<file path="config.mk">
export PLATFORM = sky130hd
export DESIGN_NAME = mem_port_arbiter
export DESIGN_NICKNAME = d
export VERILOG_FILES = /design/src/rtl/mem_port_arbiter.sv
export SDC_FILE = /design/constraint.sdc
export NUM_CORES = 1
export LEC_CHECK = 0
export BUFFER_PORTS_ARGS = -buffer_cell sky130_fd_sc_hd__buf_4
export CAP_MARGIN = 5
export CORE_MARGIN = 10
export CORE_UTILIZATION = 39
export CTS_CLUSTER_DIAMETER = 200
export CTS_CLUSTER_SIZE = 12
export DETAILED_ROUTE_END_ITERATION = 16
export GPL_TIMING_DRIVEN = 0
export PLACE_DENSITY = 0.73
export REMOVE_ABC_BUFFERS = 1
export SYNTH_ARGS = -nofsm -noshare
export SYNTH_HDL_FRONTEND = slang
export SYNTH_SLANG_ARGS = --single-unit
</file>
<file path="constraint.sdc">
create_clock -name CLK -period 2.8 [get_ports CLK]
set_input_delay 0.7 -clock CLK [delete_from_list [all_inputs] [get_ports CLK]]
set_output_delay 0.7 -clock CLK [all_outputs]
set_load 0.05 [all_outputs]
</file>
<file path="src/rtl/mem_port_arbiter.sv">
// Shares one single-ported memory between the MIPS32 fetch port and the load/store port.
// Optional MEM_ARB_FAIR_EN bounds how many data grants may overtake a waiting fetch.
module mem_port_arbiter #(
    parameter int WAIT_CYC   = 1,
    parameter int STREAK_MAX = 4
) (
    input  logic        CLK,
    input  logic        reset,
    input  logic        if_req,
    input  logic [31:0] if_addr,
    output logic [31:0] if_rdata,
    output logic        if_ack,
    input  logic        dm_req,
    input  logic        dm_we,
    input  logic [31:0] dm_addr,
    input  logic [31:0] dm_wdata,
    input  logic [3:0]  dm_be,
    output logic [31:0] dm_rdata,
    output logic        dm_ack,
    output logic        mem_en,
    output logic        mem_we,
    output logic [31:0] mem_addr,
    output logic [31:0] mem_wdata,
    output logic [3:0]  mem_be,
    input  logic [31:0] mem_rdata,
    output logic        owner,
    output logic        busy
);

    typedef enum logic [1:0] {IDLE, ACCESS, RESP} state_t;

    state_t     state, state_nxt;
    logic [3:0] wait_cnt;
    logic       we_q;
    logic       fetch_turn;
    logic       grant_dm;
    logic       grant_if;

    if (WAIT_CYC < 0 || WAIT_CYC > 15 || STREAK_MAX < 1 || STREAK_MAX > 15) begin : g_illegal_params
    end

`ifdef MEM_ARB_FAIR_EN
    // Counts data grants that overtook a waiting fetch; at the limit fetch takes the next slot.
    logic [3:0] streak;

    assign fetch_turn = if_req && (streak == 4'(STREAK_MAX));

    always_ff @(posedge CLK or negedge reset) begin
        if (!reset) begin
            streak <= '0;
        end else if (state == IDLE) begin
            if (grant_if)
                streak <= '0;
            else if (grant_dm)
                streak <= if_req ? streak + 4'd1 : '0;
        end
    end
`else
    assign fetch_turn = 1'b0;
`endif

    assign grant_dm = dm_req && !fetch_turn;
    assign grant_if = if_req && !grant_dm;

    // NOTE: sequential state uses non-blocking assignments so every register samples pre-edge values.
    always_ff @(posedge CLK or negedge reset) begin
        if (!reset) state <= IDLE;
        else        state <= state_nxt;
    end

    // NOTE: default assignment first, so no path through this block can infer a latch.
    always_comb begin
        state_nxt = state;
        case (state)
            IDLE:    if (grant_dm || grant_if) state_nxt = ACCESS;
            ACCESS:  if (wait_cnt == 4'd0)     state_nxt = RESP;
            RESP:    state_nxt = IDLE;
            default: state_nxt = IDLE;
        endcase
    end

    always_comb begin
        mem_en = 1'b0;
        mem_we = 1'b0;
        busy   = 1'b0;
        if_ack = 1'b0;
        dm_ack = 1'b0;
        case (state)
            ACCESS: begin
                mem_en = 1'b1;
                mem_we = owner && we_q;
                busy   = 1'b1;
            end
            RESP: begin
                busy   = 1'b1;
                if_ack = !owner;
                dm_ack = owner;
            end
            default: ;
        endcase
    end

    // Operands are frozen at grant, so requester changes during ACCESS are invisible to memory.
    always_ff @(posedge CLK or negedge reset) begin
        if (!reset) begin
            mem_addr  <= '0;
            mem_wdata <= '0;
            mem_be    <= '0;
            we_q      <= 1'b0;
            owner     <= 1'b0;
            wait_cnt  <= '0;
            if_rdata  <= '0;
            dm_rdata  <= '0;
        end else begin
            case (state)
                IDLE: begin
                    if (grant_dm) begin
                        mem_addr  <= dm_addr;
                        mem_wdata <= dm_wdata;
                        mem_be    <= dm_be;
                        we_q      <= dm_we;
                        owner     <= 1'b1;
                        wait_cnt  <= 4'(WAIT_CYC);
                    end else if (grant_if) begin
                        mem_addr  <= if_addr;
                        mem_be    <= 4'hF;
                        we_q      <= 1'b0;
                        owner     <= 1'b0;
                        wait_cnt  <= 4'(WAIT_CYC);
                    end
                end
                ACCESS: begin
                    if (wait_cnt != 4'd0) begin
                        wait_cnt <= wait_cnt - 4'd1;
                    end else if (owner) begin
                        if (!we_q) dm_rdata <= mem_rdata;
                    end else begin
                        if_rdata <= mem_rdata;
                    end
                end
                default: ;
            endcase
        end
    end

endmodule

</file>
==> reports/qor.csv <==
stage,metric,value,unit
floorplanning,fp.dieW,142,um
routing,dr_total_vias,4242,
floorplanning,boundaryPins,275,
job,cap_violations,0,
placed_design,dp_hpwl,12800,um
clock_network,cts_root_buffer,clkbuf_16,
pwr,p_leak,4.40,nW
sta,maxSlewViolCount,0,
synth,synth_top_cell_area_share,60.2,%
routing,via_per_inst,4.83,
global_routing,grt-ovfl-total,0,
final_layout,multi_input_area,2160,um2
synth,synth_warnings,0,
critical_path,critical_path_class,flop to flop,
critical_path,cp_slowest_stage_delay,0.64,ns
critical_path,crit_fanout,25,
floorplanning,core-area,14600,um2
critical_path,cp-end-kind,flop,
routing,drtIter0Drc,84,
critical_path,rr_endpoint,if_rdata[3],
final_layout,fill_cells,1147,
critical_path,slowest_stage,or3_2,
placed_design,placed_area,8100,um2
final_layout,drive_gt1_share,59.1,%
synth,synth-seq-area-share,60.2,%
global_routing,antenna_found_initial,0,
critical_path,reg2reg_setup_slack,0.27,ns
routing,drt-total-wl,16400,um
routing,antenna_left,0,
global_routing,grt_first_pass_wirelength,25500,um
clock_network,cts_tree,built,
critical_path,start_kind,flop,
floorplanning,dieArea,20200,um2
sta,period_needed,2.53,ns
clock_network,cts.path.max_buffers,2,
outcome,outcome,completed,
critical_path,cp_data_required_time,3.09,ns
sta,skew,0.00548,ns
min_path,hold_class,input port to asynchronous set/reset pin,
sta,fmax,395,MHz
sta,hold_viol,0,
clock_network,clock_sink_count,140,
pwr,peakVddDrop,0.980,mV
global_routing,grt_max_degree,88,
routing,dr.pass1.iters,5,
synth,ys_types,38,
clock_network,htreeDepth,4,
routing,wire_per_inst,18.7,um
clock_network,cts-hold-fix-buffers,0,
synth,synthCells,406,
synth,synth_top_area_cell,dfrtp_1,
global_routing,grt_pass1_vias,4713,
floorplanning,rows,44,
clock_network,path_clk_slew,0.06,ns
pwr,power_density,1520,nW/um2
global_routing,grt_use_total,16.0,%
final_layout,finalNetCount,825,
critical_path,cp_cell_sequence,inv_1 -> ha_1 -> or3b_1 -> or3_2 -> buf_12 -> mux2_4,
synth,syn_area_per_cell,14.3,um2
sta,post-route-period-util,90.4,%
placed_design,place_inst,845,
critical_path,worstReg2RegStart,wait_cnt[0],
pwr,power.total,13.3,mW
sta,setup_violations,0,
sta,rsz0062_at_grt,no,
placed_design,numPortBuffers,274,
synth,syn_area,5820,um2
clock_network,numCtsBuffers,17,
final_layout,stdcell_count,879,
floorplanning,die_h,142,um
final_layout,layout_common_cells,"275 x buf_4, 140 x dfrtp_1, 65 x mux2_2",
final_layout,final_area,8740,um2
critical_path,rr_worst_depth,6,
floorplanning,start_util,39.9,%
sta,max_slew_margin,38.1,%
final_layout,final_common_cell,buf_4,
routing,route.detailed.drc,0,
final_layout,syn_to_final_growth,50.2,%
synth,synth_seq_cells,140,
final_layout,num_antenna_cells,0,
final_layout,seqCellArea,3500,um2
sta,worstMarginPinSlew,0.926,ns
clock_network,clock_latency,0.42,ns
synth,synthTopCellsByArea,"dfrtp_1 60%, mux2_2 13%, mux2_4 7.7%, mux2i_1 5.5%, o21ai_0 3.3%",
placed_design,gp_congestion,0.750,
sta,totalNegativeSetupSlack,0,ns
critical_path,worstPathArrival,2.82,ns
per-layer routing:
layer | up-vias | GRT usage (%) | routed length (um)
li1 | 1986 | - | -
met4 | 0 | 5.86 | 249
met5 | - | 0 | 0
met2 | 182 | 26.3 | 8190
met3 | 19 | 9.18 | 1940
met1 | 2055 | 16.6 | 6060
flip-flops by register name, indices dropped and copies added, names as in the netlist:
signal	cells
we_q	1
state	2
mem_wdata	32
owner	1
if_rdata	32
mem_be	4
wait_cnt	4
dm_rdata	32
mem_addr	32
synth_stat cells:
cell       number
or3_1           1
nand2_1        36
and3_1          1
ha_1            6
mux2i_1        32
or3b_2          1
o21a_1          1
o22a_1          4
nor3_2          1
o311ai_0        1
nor2_1          1
or3b_1          1
nand4_1         1
a31oi_1         1
mux2_1          2
nand2b_1        1
nor4_1          1
inv_1           5
or2b_1          1
buf_6           2
nor2b_1         1
mux2_2         65
clkbuf_1       13
buf_2           3
buf_1           3
o311a_1         1
o21ai_0        38
buf_12          3
a21boi_0        1
mux2_4         30
o31a_1          1
nor3b_1         1
dfrtp_1       140
a32o_1          2
nand4b_1        1
o2bb2ai_1       1
and2_1          1
a21oi_1         1
power by group:
group | leakage, nW | internal, mW | total (mW) | switching, mW
Sequential | 1.68 | 3.02 | 3.59 | 0.571
Clock | 0.308 | 1.52 | 2.39 | 0.871
Combinational | 2.41 | 2.47 | 7.34 | 4.87
Total | 4.40 | 7.02 | 13.3 | 6.31
logic make-up after synthesis:
| group | share of synthesized area, % |
|---|---|
| DFF | 60.2 |
| muxes | 26.2 |
| and+or+nand+nor | 4.02 |
| adders and majority gates | 1.29 |
| buffers and inverters | 3.03 |
| AOI/OAI and AO/OA | 5.29 |
worst max-delay path: cells and delay by family, from the launching register on:
family        cells  cell delay [ns]
fa+ha+maj         1             0.14
buf+inv           2             0.37
flops             1             0.42
mux               1             0.32
simple gates      2             1.15
stage by stage:
step           util [%]  hold WS (ns)  setup slack (ns)
4_1_cts            59.8         0.240            0.0953
6_report           59.9         0.239             0.269
3_3_place_gp       54.5         0.466             -3.26
3_5_place_dp       55.5         0.471            0.0754
5_1_grt            59.9         0.255             0.169
2_1_floorplan         -         0.404             -1.47
repair_timing:
action | 4_1_cts | 5_1_grt
buffers inserted | 0 | 2
setup endpoints to repair | 0 | 18
gates resized for setup | 0 | 0
final cells by class:
type | count | area share [%]
Tap cell | 184 | 2.63
Clock buffer | 19 | 5.07
Sequential cell | 140 | 40.1
Multi-Input combinational cell | 237 | 24.7
Clock inverter | 13 | 2.17
Timing Repair Buffer | 281 | 25.1
Inverter | 5 | 0.215
worst max-delay path by stage:
stage                 from      endpoint  slack [ns]  cells after the start
2_1_floorplan       dm_req   mem_addr[0]       -1.47                      2
4_1_cts        wait_cnt[0]  dm_rdata[28]         0.1                      6
3_3_place_gp        dm_req  mem_addr[22]       -3.26                      3
3_5_place_dp        dm_req  mem_wdata[7]        0.08                      4
6_report       wait_cnt[0]   if_rdata[3]        0.27                      6
5_1_grt        wait_cnt[0]  if_rdata[28]        0.17                      6
Note: power is estimated with default switching activity, not from simulation.
